**src/rtl/fixp_dec_display_if.sv**
```systemverilog
`default_nettype none
// ============================================================================
// Module   : fixp_dec_display_if
// Brief    : Request/FIFO handshake bundle between the sample FIFO and the
//            fixed-point to decimal display converter.
// Revision : 1.0  initial release
// ============================================================================
interface fixp_dec_display_if #(
  parameter int INT_W  = 2,
  parameter int FRAC_W = 16
) ();
  logic                    next;
  logic                    fifo_ready;
  logic [INT_W+FRAC_W-1:0] fifo_q;
  logic [2:0]              fifo_usedw;
  logic                    fifo_rd;
  logic                    busy;
  logic                    done;

  modport master (
    output next, fifo_ready, fifo_q, fifo_usedw,
    input  fifo_rd, busy, done
  );

  modport slave (
    input  next, fifo_ready, fifo_q, fifo_usedw,
    output fifo_rd, busy, done
  );
endinterface
`default_nettype wire

```
**src/rtl/fixp_dec_display.sv**
```systemverilog
`default_nettype none
// ============================================================================
// Module   : fixp_dec_display
// Brief    : Pops one unsigned fixed-point sample and shows it on 7-segment
//            digits (hex integer part, decimal fraction). Optional rounding
//            stage compiled in with macro FIXP_DEC_ROUND_EN.
// Revision : 1.0  initial release
// ============================================================================
module fixp_dec_display #(
  parameter int INT_W       = 2,
  parameter int FRAC_W      = 16,
  parameter int FRAC_DIGITS = 3
) (
  input  logic                     clk,
  input  logic                     rst,
  fixp_dec_display_if.slave        bus,
  output logic                     round_sat,
  output logic [6:0]               seg_int,
  output logic [7*FRAC_DIGITS-1:0] seg_frac,
  output logic [6:0]               seg_usedw
);

  localparam int c_cnt_w = $clog2(FRAC_DIGITS + 1);
  localparam int c_bcd_w = 4 * FRAC_DIGITS;
  localparam logic [c_cnt_w-1:0] c_last_digit = c_cnt_w'(FRAC_DIGITS - 1);

  typedef enum logic [2:0] {
    S_IDLE  = 3'd0,
    S_POP   = 3'd1,
    S_WAIT  = 3'd2,
    S_CONV  = 3'd3,
`ifdef FIXP_DEC_ROUND_EN
    S_ROUND = 3'd4,
`endif
    S_DONE  = 3'd5
  } state_t;

  state_t               state_q, state_d;
  logic [INT_W-1:0]     int_q, int_d;
  logic [FRAC_W-1:0]    frac_q, frac_d;
  logic [c_bcd_w-1:0]   bcd_q, bcd_d;
  logic [c_cnt_w-1:0]   cnt_q, cnt_d;
  logic [INT_W-1:0]     disp_int_q, disp_int_d;
  logic [c_bcd_w-1:0]   disp_bcd_q, disp_bcd_d;
  logic                 round_sat_q, round_sat_d;
  logic                 round_sat_w;
  logic                 commit_w;
  logic [FRAC_W+3:0]    prod_w;

  function automatic logic [6:0] hex7(input logic [3:0] v);
    logic [6:0] s;
    case (v)
      4'h0: s = 7'b1000000;
      4'h1: s = 7'b1111001;
      4'h2: s = 7'b0100100;
      4'h3: s = 7'b0110000;
      4'h4: s = 7'b0011001;
      4'h5: s = 7'b0010010;
      4'h6: s = 7'b0000010;
      4'h7: s = 7'b1111000;
      4'h8: s = 7'b0000000;
      4'h9: s = 7'b0010000;
      4'hA: s = 7'b0001000;
      4'hB: s = 7'b0000011;
      4'hC: s = 7'b1000110;
      4'hD: s = 7'b0100001;
      4'hE: s = 7'b0000110;
      default: s = 7'b0001110;
    endcase
    return s;
  endfunction

  // frac*10 as (frac<<3)+(frac<<1); the top nibble is the next decimal digit
  assign prod_w = ({4'b0000, frac_q} << 3) + ({4'b0000, frac_q} << 1);

  always_comb begin
    state_d     = state_q;
    int_d       = int_q;
    frac_d      = frac_q;
    bcd_d       = bcd_q;
    cnt_d       = cnt_q;
    round_sat_w = 1'b0;
    case (state_q)
      S_IDLE: begin
        if (bus.next && bus.fifo_ready) state_d = S_POP;
      end
      S_POP: begin
        state_d = S_WAIT;
      end
      S_WAIT: begin
        int_d   = bus.fifo_q[INT_W+FRAC_W-1:FRAC_W];
        frac_d  = bus.fifo_q[FRAC_W-1:0];
        cnt_d   = '0;
        state_d = S_CONV;
      end
      S_CONV: begin
        for (int i = 0; i < FRAC_DIGITS; i++) begin
          if (cnt_q == c_cnt_w'(i)) bcd_d[4*(FRAC_DIGITS-1-i) +: 4] = prod_w[FRAC_W+3:FRAC_W];
        end
        frac_d = prod_w[FRAC_W-1:0];
        cnt_d  = cnt_q + c_cnt_w'(1);
        if (cnt_q == c_last_digit) begin
`ifdef FIXP_DEC_ROUND_EN
          state_d = S_ROUND;
`else
          state_d = S_DONE;
`endif
        end
      end
`ifdef FIXP_DEC_ROUND_EN
      S_ROUND: begin : round_blk
        logic       carry;
        logic [3:0] dig;
        carry = (prod_w[FRAC_W+3:FRAC_W] >= 4'd5);
        dig   = 4'd0;
        // decimal ripple increment starting at the least significant digit
        for (int i = 0; i < FRAC_DIGITS; i++) begin
          dig = bcd_q[4*i +: 4];
          if (carry) begin
            if (dig == 4'd9) begin
              bcd_d[4*i +: 4] = 4'd0;
            end else begin
              bcd_d[4*i +: 4] = dig + 4'd1;
              carry = 1'b0;
            end
          end
        end
        if (carry) begin
          if (int_q == {INT_W{1'b1}}) begin
            int_d       = {INT_W{1'b1}};
            bcd_d       = {FRAC_DIGITS{4'd9}};
            round_sat_w = 1'b1;
          end else begin
            int_d = int_q + INT_W'(1);
          end
        end
        state_d = S_DONE;
      end
`endif
      S_DONE: begin
        state_d = S_IDLE;
      end
      default: begin
        state_d = S_IDLE;
      end
    endcase
  end

  // display registers only change on the edge that enters DONE
  always_comb begin
    commit_w    = (state_d == S_DONE);
    disp_int_d  = disp_int_q;
    disp_bcd_d  = disp_bcd_q;
    round_sat_d = round_sat_q;
    if (commit_w) begin
      disp_int_d  = int_d;
      disp_bcd_d  = bcd_d;
      round_sat_d = round_sat_w;
    end
  end

  always_ff @(posedge clk or negedge rst) begin
    if (!rst) begin
      state_q     <= S_IDLE;
      int_q       <= '0;
      frac_q      <= '0;
      bcd_q       <= '0;
      cnt_q       <= '0;
      disp_int_q  <= '0;
      disp_bcd_q  <= '0;
      round_sat_q <= 1'b0;
    end else begin
      state_q     <= state_d;
      int_q       <= int_d;
      frac_q      <= frac_d;
      bcd_q       <= bcd_d;
      cnt_q       <= cnt_d;
      disp_int_q  <= disp_int_d;
      disp_bcd_q  <= disp_bcd_d;
      round_sat_q <= round_sat_d;
    end
  end

  assign bus.fifo_rd = (state_q == S_POP);
  assign bus.busy    = (state_q != S_IDLE);
  assign bus.done    = (state_q == S_DONE);
  assign round_sat   = round_sat_q;
  assign seg_int     = hex7(4'(disp_int_q));
  assign seg_usedw   = hex7({1'b0, bus.fifo_usedw});

  generate
    for (genvar g = 0; g < FRAC_DIGITS; g++) begin : g_seg_frac
      assign seg_frac[7*g +: 7] = hex7(disp_bcd_q[4*g +: 4]);
    end
  endgenerate

endmodule
`default_nettype wire

```
**src/flat_wrapper.sv**
```systemverilog
// flat-port wrapper written by rule: the top's interface ports become plain ports
module fixp_dec_display_flat 
#(
  parameter int INT_W       = 2,
  parameter int FRAC_W      = 16,
  parameter int FRAC_DIGITS = 3
)
  (clk, rst, round_sat, seg_int, seg_frac, seg_usedw, bus_next, bus_fifo_ready, bus_fifo_q, bus_fifo_usedw, bus_fifo_rd, bus_busy, bus_done);
  fixp_dec_display_if #(.INT_W(INT_W), .FRAC_W(FRAC_W)) bus_i ();
  input  logic clk;
  input  logic rst;
  output logic round_sat;
  output logic [6:0] seg_int;
  output logic [7*FRAC_DIGITS-1:0] seg_frac;
  output logic [6:0] seg_usedw;
  input wire logic [$bits(bus_i.next)-1:0] bus_next;
  input wire logic [$bits(bus_i.fifo_ready)-1:0] bus_fifo_ready;
  input wire logic [$bits(bus_i.fifo_q)-1:0] bus_fifo_q;
  input wire logic [$bits(bus_i.fifo_usedw)-1:0] bus_fifo_usedw;
  output wire logic [$bits(bus_i.fifo_rd)-1:0] bus_fifo_rd;
  output wire logic [$bits(bus_i.busy)-1:0] bus_busy;
  output wire logic [$bits(bus_i.done)-1:0] bus_done;
  assign bus_i.next = bus_next;
  assign bus_i.fifo_ready = bus_fifo_ready;
  assign bus_i.fifo_q = bus_fifo_q;
  assign bus_i.fifo_usedw = bus_fifo_usedw;
  assign bus_fifo_rd = bus_i.fifo_rd;
  assign bus_busy = bus_i.busy;
  assign bus_done = bus_i.done;
  fixp_dec_display #(.INT_W(INT_W), .FRAC_W(FRAC_W), .FRAC_DIGITS(FRAC_DIGITS)) u_core (.clk(clk), .rst(rst), .bus(bus_i), .round_sat(round_sat), .seg_int(seg_int), .seg_frac(seg_frac), .seg_usedw(seg_usedw));
endmodule
```
**config.mk**
```make
export PLATFORM = sky130hd
export DESIGN_NAME = fixp_dec_display_flat
export DESIGN_NICKNAME = d
export VERILOG_FILES = /design/src/rtl/fixp_dec_display_if.sv /design/src/rtl/fixp_dec_display.sv /design/src/flat_wrapper.sv
export SDC_FILE = /design/constraint.sdc
export NUM_CORES = 1
export LEC_CHECK = 0
export CAP_MARGIN = 15
export CORE_ASPECT_RATIO = 0.6
export CORE_MARGIN = 5
export CORE_UTILIZATION = 50
export CTS_CLUSTER_SIZE = 30
export DETAILED_ROUTE_END_ITERATION = 6
export PLACE_DENSITY = 0.76
export SLEW_MARGIN = 25
export SYNTH_ARGS = -nofsm -noshare
export SYNTH_HDL_FRONTEND = slang
export SYNTH_SLANG_ARGS = --single-unit
```
**constraint.sdc**
```tcl
create_clock -name clk -period 2.79 [get_ports clk]
set_input_delay 0.558 -clock clk [delete_from_list [all_inputs] [get_ports clk]]
set_output_delay 0.558 -clock clk [all_outputs]
set_load 0.01 [all_outputs]
```
==> results.md, run 1 <==
* Clock transition at path regs at 0.06 ns
* Crit-path cells: inv_1 > ha_1 > inv_1 > mux4_2 > clkdlybuf4s50_1
* WP data required at 2.23 ns
* Max clock buf depth at 2
* Largest net degree at the start of global routing at 46
* Inserted Clock Buffers at 5
* Critical path depth in cells at 5
* RSZ-0062 raised after global routing: no
* CTS root buffer: clkbuf_16
* Total track usage at 18.42%
* Area grow syn2layout at 27.23%
* Yosys reg bits at 45
* First-pass GRT wire length at 12,820 um
* Worst VDD drop at 0.5882 mV
* CP most frequent cell: inv_1
* Die area at 0.008625 sq mm
* Design Power at 6.058 mW
* Area occupied by multi-input gates at 0.002153 sq mm
* Synthesized area per cell at 9.068 sq um
* FF-to-FF End: u_core.disp_bcd_q[10]
* Initial core utilization at 51.29%
* Dpl hpwl at 5861 um
* Max_cap viols at 0
* PD cells at 1396 mW/mm^2
* Period utilization at 96.78%
* WL final at 7894 um
* Layout cells sized above 1 at 11.24%
* CP max stage delay at 0.50 ns
* Via density at 5.614
* Area contributors post-synth: dfrtp_1, ha_1, o21ai_0, mux2i_1, nand2_1
* Skew final at 0.005693 ns
* Synthesis Warnings at 0
* Crit path buffers/inverters at 3
* Port buffer count at 61
* CP endpoint kind: output port
* DRC errors left at 0
* Die Y at 73.97 um
* Hold Fails Final Rpt at 0
* Ant diodes at 0
* Routed len/inst at 15.09 um
* Slew Limit Fails at 0
* Status: complete, no violations
* Gpl congestion at 0.9368
* TritonCTS clock tree: done
* Synth top cells by count: o21ai_0, dfrtp_1, nand2_1
* Fill cells at 545
* Final net count at 501
* Crit-path max FO at 6
* Overflow after GRT at 0
* Worst-margin pin slew at 0.5653 ns
* First-pass DRT Iterations at 5
* Register area at 0.001131 sq mm
* Gate Count Post-Synth at 376
* Worst reg2reg path depth at 8
* FF-to-FF Start: u_core.frac_q[3]
* IO Count at 64
* Top Family by Delay on Critical Path: buffers and inverters
* Setup crit start: u_core.disp_bcd_q[4]
* Post-route setup TNS at 0 ns
* Count leader, synth: o21ai_0
* Leak at 1.987 nW
* DR iter-0 viols at 212
* Area leader, netlist: dfrtp_1
* Antenna violations before repair at 0
* Fin util at 65.26%
* R2R Setup Slk at 0.14 ns
* Crit path time final at 2.700 ns
* Critical path arrival at 2.14 ns
* Number of synthesized flops with an enable pin at 0
* Synth Flop Type: dfrtp_1
* Post-synthesis cell area at 0.003410 sq mm
* CTS Hold Bufs at 0
* Final ANT Viol Nets at 0
* Area of the core at 0.006648 sq mm
* Vias in the first global route at 2,685
* Synth cell types at 44
* Total number of vias at 2,936
* # setup viols final at 0
* Sink Count at 45
* Max H-tree Level at 2
* Fraction of registers with async set/reset at 100.0%
* Kind of critical path: reg -> out
* Num rows at 23
* Die extent in x at 116.6 um
* Post-synthesis sequential area ratio at 33.03%
* Max Freq at 370.4 MHz
* Post-synth top area share at 33.03%
* CP startpoint kind: flop
* Rel. slew slack at 62.32%
* Worst-Skew Late Latency at 0.29 ns
* Min-delay worst type: in -> async
* Slowest cell on the critical path: clkdlybuf4s50_1
-- power breakdown --
group | internal (mW) | switching, mW | total (mW)
Combinational | 1.95 | 2.07 | 4.02
Clock | 0.448 | 0.248 | 0.695
Sequential | 0.989 | 0.354 | 1.34
Total | 3.39 | 2.67 | 6.06
-- layout by cell type, fill, tap and decap left out, types with 3 or more instances in the layout --
cell,netlist,layout
nand2_1,42,42
nor2_1,20,20
buf_4,3,12
a21o_1,7,7
inv_2,0,3
mux2_2,9,9
xor2_1,5,4
clkdlybuf4s50_1,0,56
nor2b_1,11,11
clkbuf_16,0,5
ha_1,40,38
a31oi_1,4,4
a22o_1,6,6
o21a_1,3,3
dlymetal6s2s_1,0,3
mux2i_1,17,17
and2_1,4,4
dfrtp_2,0,4
nand2b_1,3,3
inv_1,20,17
nand3_1,6,6
o21ai_0,46,46
mux4_2,3,3
xnor2_1,8,7
or3b_2,3,3
a21oi_1,17,17
a32o_1,3,3
a22oi_1,5,5
dfrtp_1,45,41
nor3b_1,6,6
-- per-stage QoR --
step / instances / worst slack, ns / area [sq um] / hold WS, ns
after floorplan: 377 / 0.3150 / 3413 / 0.2624
final: 523 / 0.08989 / 4338 / 0.2564
after detailed placement: 515 / 0.05894 / 4120 / 0.4746
after global routing: 523 / 0.0009071 / 4338 / 0.3233
after CTS: 523 / 0.003348 / 4298 / 0.4763
after global placement: 515 / 0.08992 / 4120 / 0.4650
-- state kept, by name, summed over array words and instances, names as in the netlist --
| name | cells |
|---|---|
| u_core.frac_q | 16 |
| u_core.disp_bcd_q | 12 |
| u_core.bcd_q | 8 |
| u_core.state_q | 3 |
| u_core.cnt_q | 2 |
| u_core.disp_int_q | 2 |
| u_core.int_q | 2 |
-- worst reg2reg max path: stages (launching register included) --
cell	delay (ns)
dfrtp_1	0.43
ha_1	0.32
a211o_1	0.31
o211ai_1	0.16
a22oi_1	0.23
a41oi_1	0.39
o21ai_0	0.22
xnor2_2	0.32
o21ai_0	0.15
-- timing repair --
action,in CTS,in global routing
pin swaps,0,2
resized for setup,6,10
setup endpoints to repair,3,12
setup buffers,0,0
-- area by class of cell --
cell class | instances | area share [%]
Clock buffer | 7 | 3.288
Inverter | 20 | 1.731
Tap cell | 87 | 2.509
Multi-Input combinational cell | 291 | 49.64
Clock inverter | 1 | 0.6922
Sequential cell | 45 | 26.07
Timing Repair Buffer | 72 | 16.07
-- metal layers --
layer	global-route usage [%]	up-vias	wire (um)
li1	-	1435	-
met1	27.89	1378	3871
met2	27.63	110	3391
met3	3.333	13	541
met4	4.198	0	90
met5	0	-	0
-- logic make-up (layout without fill, tap and decap cells) --
kind of cell | Yosys count | count (layout) | share of synthesized area [%]
AO/OA/AOI/OAI | 105 | 105 | 19.23
XOR/XNOR | 13 | 13 | 3.339
adder cells (fa/ha/maj) | 41 | 41 | 15.27
buffers and inverters | 41 | 100 | 4.844
flip-flops | 45 | 45 | 33.03
multiplexers | 29 | 29 | 9.945
other | 1 | 2 | 0.1100
AND/OR/NAND/NOR | 101 | 101 | 14.24
-- worst max-delay path by stage --
stage                            to  slack (ns)
2_1_floorplan  u_core.disp_bcd_q[5]        0.32
3_3_place_gp           seg_usedw[3]        0.09
3_5_place_dp           seg_usedw[3]        0.06
4_1_cts                seg_frac[14]       0.003
5_1_grt        u_core.disp_bcd_q[6]      0.0009
6_report               seg_frac[10]        0.09
Note: power is estimated with default switching activity, not from simulation.
==> run 2: changes to the inputs <==
CTS_BUF_LIST = sky130_fd_sc_hd__clkbuf_16   (was default)
CTS_CLUSTER_SIZE = default   (was 30)
==> run 2 against run 1 <==
Total power fell by 0.55%. Highest routed layer unchanged. Die area did not move. Flip-flop and latch count did not move. Worst setup slack got worse by 0.0041 ns. Register-to-register slack barely moved. Critical endpoint unchanged. Largest cell class unchanged.
==> results.md, run 2 (synthesis results as in run 1) <==
* Status: complete, no violations
* Setup bufs post-CTS at 0
* Die Y at 73.97 um
* Sw Ratio at 44.31%
* Setup crit start: u_core.disp_bcd_q[4]
* # setup viols final at 0
* Die extent in x at 116.6 um
* Rel. slew slack at 62.48%
* Final net count at 501
* DRC errors left at 0
* Crit path time final at 2.704 ns
* Sink Count at 45
* First-pass DRT Iterations at 4
* Comb pwr share at 66.8%
* Area of the core at 0.006648 sq mm
* CTS Hold Bufs at 0
* Clock transition at path regs at 0.06 ns
* Antenna violations before repair at 0
* PD cells at 1392 mW/mm^2
* Design Power at 6.025 mW
* Post-route setup TNS at 0 ns
* Total number of vias at 2,892
* Skew final at 0.008198 ns
* Initial core utilization at 51.29%
* WL final at 7885 um
* Num rows at 23
* Internal at 3.355 mW
* Most common cell after layout, fill and taps aside: clkdlybuf4s50_1
* Area occupied by multi-input gates at 0.002153 sq mm
* Via density at 5.530
* Worst reg2reg path depth at 8
* Worst VDD drop at 0.5843 mV
* Register area at 0.001131 sq mm
* Placed Instances at 515
* Overflow after GRT at 0
* Port buffer count at 61
* FF-to-FF End: u_core.disp_bcd_q[10]
* R2R Setup Slk at 0.13 ns
* Max FFs per register at 16
* Share of power burned in registers at 22.3%
* Max clock buf depth at 2
* Final ANT Viol Nets at 0
* Crit-path max FO at 6
* Regs by FF count: u_core.frac_q (16), u_core.disp_bcd_q (12), u_core.bcd_q (8)
* CP endpoint kind: output port
* Min-delay worst type: in -> async
* Routed len/inst at 15.08 um
* Critical path arrival at 2.15 ns
* CP startpoint kind: flop
* First-pass GRT wire length at 12,800 um
* Hold_ws at 0.2685 ns
* Worst-Skew Late Latency at 0.29 ns
* FF-to-FF Start: u_core.frac_q[3]
* Slew Limit Fails at 0
* Switching power at 2.669 mW
* Area grow syn2layout at 26.94%
* Hold Fails Final Rpt at 0
* TritonCTS clock tree: done
* Vias in the first global route at 2,682
* Dpl hpwl at 5861 um
* Layout cells sized above 1 at 11.01%
* Period utilization at 96.92%
* Leak at 1.985 nW
* Inserted Clock Buffers at 5
* Gpl congestion at 0.9368
* RSZ-0062 raised after global routing: no
* DR iter-0 viols at 192
* Commonest non-fill, non-tap cells in the layout: clkdlybuf4s50_1, o21ai_0, nand2_1, dfrtp_1, ha_1
* Fill cells at 547
* Max H-tree Level at 2
* Kind of critical path: reg -> out
* Final Non-Filler Cells at 523
* CTS root buffer: clkbuf_16
* Total track usage at 18.38%
* Max Freq at 369.8 MHz
* Largest net degree at the start of global routing at 46
* Die area at 0.008625 sq mm
* Worst-margin pin slew at 0.5628 ns
* WP data required at 2.23 ns
* Max_cap viols at 0
* Ant diodes at 0
* Setup crit end: seg_frac[10]
* Clk network pwr share at 10.9%
* Largest reg by FF count: u_core.frac_q
* IO Count at 64
## run 2: routing by layer
metal	GRT usage [%]	share of wire [%]	wire length (um)
met1	27.84	49	3844
met2	27.57	42	3347
met3	3.333	7.7	604
met4	4.198	1.1	87
met5	0	0	0
## run 2: through the flow
stage	util (%)	setup WS (ns)	instance area [sq um]
after floorplan	-	0.3150	3413
after global placement	61.98	0.08992	4120
after detailed placement	61.98	0.05894	4120
after CTS	64.50	0.003010	4288
after global routing	65.10	0.003159	4328
final	65.10	0.08581	4328
## run 2: area by class of cell
| type | count | area share, % |
|---|---|---|
| flip-flops and latches | 45 | 26.13 |
| clock buffers | 5 | 2.891 |
| inverters | 20 | 1.735 |
| repair buffers | 72 | 16.10 |
| well taps | 87 | 2.515 |
| clock inverters | 3 | 0.8673 |
| multi-input cells | 291 | 49.75 |
## run 2: worst min-delay path by stage
stage                         start  slack, ns           endpoint
global route                    rst       0.33    u_core.int_q[0]
finish                          rst       0.27  u_core.state_q[2]
CTS                             rst       0.48   u_core.frac_q[5]
global placement    u_core.bcd_q[8]       0.47    u_core.bcd_q[8]
detailed placement  u_core.bcd_q[8]       0.47    u_core.bcd_q[8]
floorplan                       rst       0.26   u_core.bcd_q[10]
## run 2: worst max-delay path: stages (launching register included)
cell	delay, ns
dfrtp_1	0.43
inv_1	0.14
ha_1	0.30
inv_1	0.05
mux4_2	0.45
clkdlybuf4s50_1	0.50
## run 2: power by group through the flow
stage	clock network, mW	logic, mW	registers [mW]
floorplan	0	2.70	1.20
global placement	0	3.82	1.31
detailed placement	0	3.92	1.33
finish	0.658	4.02	1.34
global route	0.689	4.43	1.40
CTS	0.664	3.95	1.33
## run 2: timing repair
item | in CTS | in global routing
gates resized for setup | 6 | 10
pin swaps | 0 | 2
endpoints found under the setup margin | 3 | 12
==> RTL edit 1: new RTL, settings of run 2 <==
Encoding of `state_t`: now one-hot (5 bits for 5 states).
--- a/src/rtl/fixp_dec_display.sv
+++ b/src/rtl/fixp_dec_display.sv
@@ -24,15 +24,15 @@
   localparam int c_bcd_w = 4 * FRAC_DIGITS;
   localparam logic [c_cnt_w-1:0] c_last_digit = c_cnt_w'(FRAC_DIGITS - 1);
 
-  typedef enum logic [2:0] {
-    S_IDLE  = 3'd0,
-    S_POP   = 3'd1,
-    S_WAIT  = 3'd2,
-    S_CONV  = 3'd3,
+  typedef enum logic [4:0] {
+    S_IDLE  = 5'b00001,
+    S_POP   = 5'b00010,
+    S_WAIT  = 5'b00100,
+    S_CONV  = 5'b01000,
 `ifdef FIXP_DEC_ROUND_EN
     S_ROUND = 3'd4,
 `endif
-    S_DONE  = 3'd5
+    S_DONE  = 5'b10000
   } state_t;
 
   state_t               state_q, state_d;
Function: no difference found for any inputs over 4 cycles, from zero or initial values and one cycle with rst low; so few cycles prove little.
==> RTL edit 1 against run 2 <==
Die area rose by 6.1%. Setup slack lost 0.0071 ns. Synthesized cell count increased by 13%. Wire length grew 8.5%. Area after synthesis grew 6.8%. Cell area rose by 4.2%. Sequential cell count up 2. Critical path type is now input pin to output port. Critical endpoint is now seg_usedw[5].
Power is not compared: it rests on default switching activity, and its combinational part moved more than twofold at a synthesized area within 25%.
==> RTL edit 1: results (changes against run 2) <==
- Adder-cell share of the synthesized area: 14.29% (was 15.27%)
- Largest net degree at the start of global routing: 20 (was 46)
- Endpoint of the lowest-slack register-to-register path: u_core.disp_bcd_q[11] (was u_core.disp_bcd_q[10])
- Final setup slack of the worst path: 0.07870 ns (was 0.08581 ns)
- Critical register-to-register path startpoint: u_core.frac_q[2] (was u_core.frac_q[3])
- Share of cell area taken by muxes after synthesis: 6.390% (was 9.945%)
- Layout Cells excl Fill: 575 (was 523)
- Met3 Resource Use GR: 4.748% (was 3.333%)
- Total vias in the final route: 3167 (was 2892)
- Post-route worst hold slack: 0.1624 ns (was 0.2685 ns)
- Detailed Route WL: 8557 microns (was 7885 microns)
- Number of gates given a new drive strength after cts: 8 (was 6)
- Number of different library cells in the post-synthesis netlist: 58 (was 44)
- Most frequent cells after synthesis: 80 x nand2_1, 46 x dfrtp_1, 40 x ha_1, 37 x o21ai_0, 34 x nor2_1 (was 46 x o21ai_0, 45 x dfrtp_1, 42 x nand2_1, 40 x ha_1)
- Routed metal-1 wirelength: 4355 microns (was 3844 microns)
- Main area contributors after synthesis: dfrtp_1 32%, ha_1 14%, nand2_1 8.2% (was dfrtp_1 33%, ha_1 15%, o21ai_0 6.8%)
- R2r setup slk: 0.25 ns (was 0.13 ns)
- Final clock skew: 0.007584 ns (was 0.008198 ns)
- Area after DPL: 4323 sq um (was 4120 sq um)
- R2R depth: 10 (was 8)
- Gp weighted congestion: 0.8923 (was 0.9368)
- Via count of the first global-routing pass: 2970 (was 2682)
- Slew @ Worst Pin: 0.5284 ns (was 0.5628 ns)
- Share of synthesized area occupied by flip-flops and latches: 32.33% (was 33.03%)
- Met3 WL: 557 microns (was 604 microns)
- Met2 demand-to-capacity share in global routing: 28.18% (was 27.57%)
- Met2 wire len: 3625 microns (was 3347 microns)
- Complex-gate fraction of the synthesized area: 19.13% (was 19.23%)
- Post-synthesis area per instance: 8.570 sq um (was 9.068 sq um)
- CP startpoint: bus_fifo_usedw[1] (was u_core.disp_bcd_q[4])
- Layout cells sized above 1: 11.16% (was 11.01%)
- 1st-iter DRT viols: 238 (was 192)
- Result of the run: finished clean (unchanged)
==> RTL edit 1: worst max-delay path by stage <==
stage / end
2_1_floorplan: u_core.bcd_q[9]
3_3_place_gp: seg_usedw[3]
3_5_place_dp: seg_usedw[3]
4_1_cts: seg_usedw[3]
5_1_grt: seg_frac[3]
6_report: seg_usedw[5]
==> RTL edit 1: worst max-delay path: stages <==
cell and delay (ns):
clkdlybuf4s50_1 0.53, inv_1 0.10, ha_1 0.18, o21ai_0 0.19
clkdlybuf4s50_1 0.59
==> RTL edit 1: layout make-up <==
cell class / instances / area [sq um] / area share, %
Clock inverter: 3 / 46.29 / 1.026
Clock buffer: 5 / 125.1 / 2.773
Sequential cell: 47 / 1184 / 26.23
Inverter: 21 / 78.83 / 1.747
Multi-Input combinational cell: 339 / 2292 / 50.80
Tap cell: 91 / 113.9 / 2.524
Timing Repair Buffer: 69 / 671.9 / 14.89
==> RTL edit 2: new RTL, settings of run 2 <==
Made on the original files. The option `FIXP_DEC_ROUND_EN` is turned on by a define.
--- a/src/rtl/fixp_dec_display.sv
+++ b/src/rtl/fixp_dec_display.sv
@@ -6,6 +6,8 @@
 //            stage compiled in with macro FIXP_DEC_ROUND_EN.
 // Revision : 1.0  initial release
 // ============================================================================
+`define FIXP_DEC_ROUND_EN
+
 module fixp_dec_display #(
   parameter int INT_W       = 2,
   parameter int FRAC_W      = 16,
Behaviour: not the same (Yosys sat finds a counterexample within 10 cycles, from zero or initial values and one cycle with rst low).
==> RTL edit 2 against run 2 <==
The run now ends with setup timing left. Sequential cell count up 5. Count of clock-buffer cells in the layout unchanged. First-iteration DRC count rose by 44%. Non-clock buffer count grew 40. Setup slack worse by 0.29 ns. Total power is 28% higher. Wire length rose by 55%. Critical path depth increased by 6. Largest cell class unchanged. Synthesized cell count is 37% higher. Cell area up 35%. Via count grew 46%. Highest routed layer unchanged. Area after synthesis is 28% higher.
==> RTL edit 2: results (changes against run 2) <==
- Result of the run: complete, but fails checks (was finished clean)
- Violated checks: setup timing
- HPWL after detailed placement: 8957 microns (was 5861 microns)
- Layout cells sized above 1: 21.38% (was 11.01%)
- Total leakage power: 2.567 nW (was 1.985 nW)
- Number of different library cells in the post-synthesis netlist: 69 (was 44)
- Arrival time worst endpoint: 3.14 ns (was 2.15 ns)
- Adder-cell share of the synthesized area: 13.61% (was 15.27%)
- Share of synthesized area occupied by flip-flops and latches: 28.59% (was 33.03%)
- Cell with the biggest individual delay on the critical path: or3b_4 (was clkdlybuf4s50_1)
- Power attributed to sequential cells: 0.00152 W (was 0.00134 W)
- R2R depth: 11 (was 8)
- Share of cell area taken by muxes after synthesis: 8.605% (was 9.945%)
- Final setup slack of the worst path: -0.2002 ns (was 0.08581 ns)
- Total of endpoints with negative setup slack in the final report: 26 (was 0)
- Via count of the first global-routing pass: 4297 (was 2682)
- Gp weighted congestion: 0.9966 (was 0.9368)
- Detailed Route WL: 12250 microns (was 7885 microns)
- Main area contributors after synthesis: dfrtp_1 29%, ha_1 13%, mux2i_1 5.9% (was dfrtp_1 33%, ha_1 15%, o21ai_0 6.8%)
- Slew @ Worst Pin: 0.7200 ns (was 0.5628 ns)
- Largest registers: u_core.frac_q: 16 flops, u_core.bcd_q: 12 flops, u_core.disp_bcd_q: 12 flops (was u_core.frac_q: 16 flops, u_core.disp_bcd_q: 12 flops, u_core.bcd_q: 8 flops)
- 1st-iter DRT viols: 276 (was 192)
- Complex-gate fraction of the synthesized area: 21.64% (was 19.23%)
- Power of the clock network: 0.000616 W (was 0.000658 W)
- Final Net Count: 679 (was 501)
- Critical register-to-register path startpoint: u_core.frac_q[0] (was u_core.frac_q[3])
- Comb. pwr: 0.00559 W (was 0.00402 W)
- Maximum ir drop on the vdd rail: 0.5302 mV (was 0.5843 mV)
- Global-route wire length before repair: 20640 microns (was 12800 microns)
- Vias per inst: 5.869 (was 5.530)
- Xor/xnor share of the synthesized area: 2.401% (was 3.339%)
- Final clock skew: 0.006387 ns (was 0.008198 ns)
- Overall fraction of global-route tracks in use: 23.78% (was 18.38%)
- Number of iterations in the first detailed-routing pass: 5 (was 4)
- Most frequent cells after synthesis: 63 x nand2_1, 50 x dfrtp_1, 46 x ha_1, 45 x nor2_1, 42 x o21ai_0 (was 46 x o21ai_0, 45 x dfrtp_1, 42 x nand2_1, 40 x ha_1)
- Internal power summed over all cells: 0.004117 W (was 0.003355 W)
- Endpoint of the lowest-slack register-to-register path: u_core.bcd_q[7] (was u_core.disp_bcd_q[10])
- Critical Path Max Stage Delay: 0.43 ns (was 0.50 ns)
- Initial antenna violation count: 0 (unchanged)
- CP top delay family: compound AO/OA/AOI/OAI gates (was buffers and inverters)
- Port Buffer Count: 62 (was 61)
- Largest net degree at the start of global routing: 34 (was 46)
[RTL edit 2: how the worst max path moves through the flow]
stage	from	to	depth (start not counted)
6_report	u_core.frac_q[0]	u_core.bcd_q[7]	11
3_3_place_gp	u_core.frac_q[0]	u_core.disp_bcd_q[8]	11
3_5_place_dp	u_core.frac_q[0]	u_core.bcd_q[7]	11
2_1_floorplan	u_core.frac_q[0]	u_core.bcd_q[9]	11
5_1_grt	u_core.frac_q[2]	u_core.bcd_q[7]	11
4_1_cts	u_core.frac_q[0]	u_core.bcd_q[7]	11
[RTL edit 2: layer usage]
layer | global-route usage [%] | share of wire (%) | up-vias
met4 | 5.647 | 1.1 | 0
met2 | 36.57 | 44 | 132
met1 | 34.17 | 48 | 2043
met5 | 0 | 0 | -
li1 | - | - | 2034
met3 | 5.334 | 6.7 | 17
[RTL edit 2: through the flow]
stage	util (%)	instance area [sq um]	worst slack, ns	instances	TNS [ns]
after floorplan	-	4412	-0.1843	514	-1.409
after global placement	63.17	5384	-0.1990	707	-3.062
after detailed placement	63.17	5384	-0.2486	707	-3.990
after CTS	66.79	5693	-0.09578	717	-0.6662
after global routing	68.39	5829	-0.2857	720	-4.991
final	68.39	5829	-0.2002	720	-2.231
[RTL edit 2: area by class of cell]
cell class	count	area, sq um
Multi-Input combinational cell	415	3181
Tap cell	112	140.1
Inverter	23	86.33
Clock buffer	5	125.1
Sequential cell	50	1259
Clock inverter	3	17.52
Timing Repair Buffer	112	1021
Fill cell	665	2694
[RTL edit 2: what timing repair did]
item | in CTS | in global routing
gates resized for setup | 36 | 28
setup buffers | 2 | 3
hold endpoints to repair | 0 | 0
pin swaps | 24 | 10
cloned | 0 | 0
hold buffers | 0 | 0
setup endpoints to repair | 32 | 35
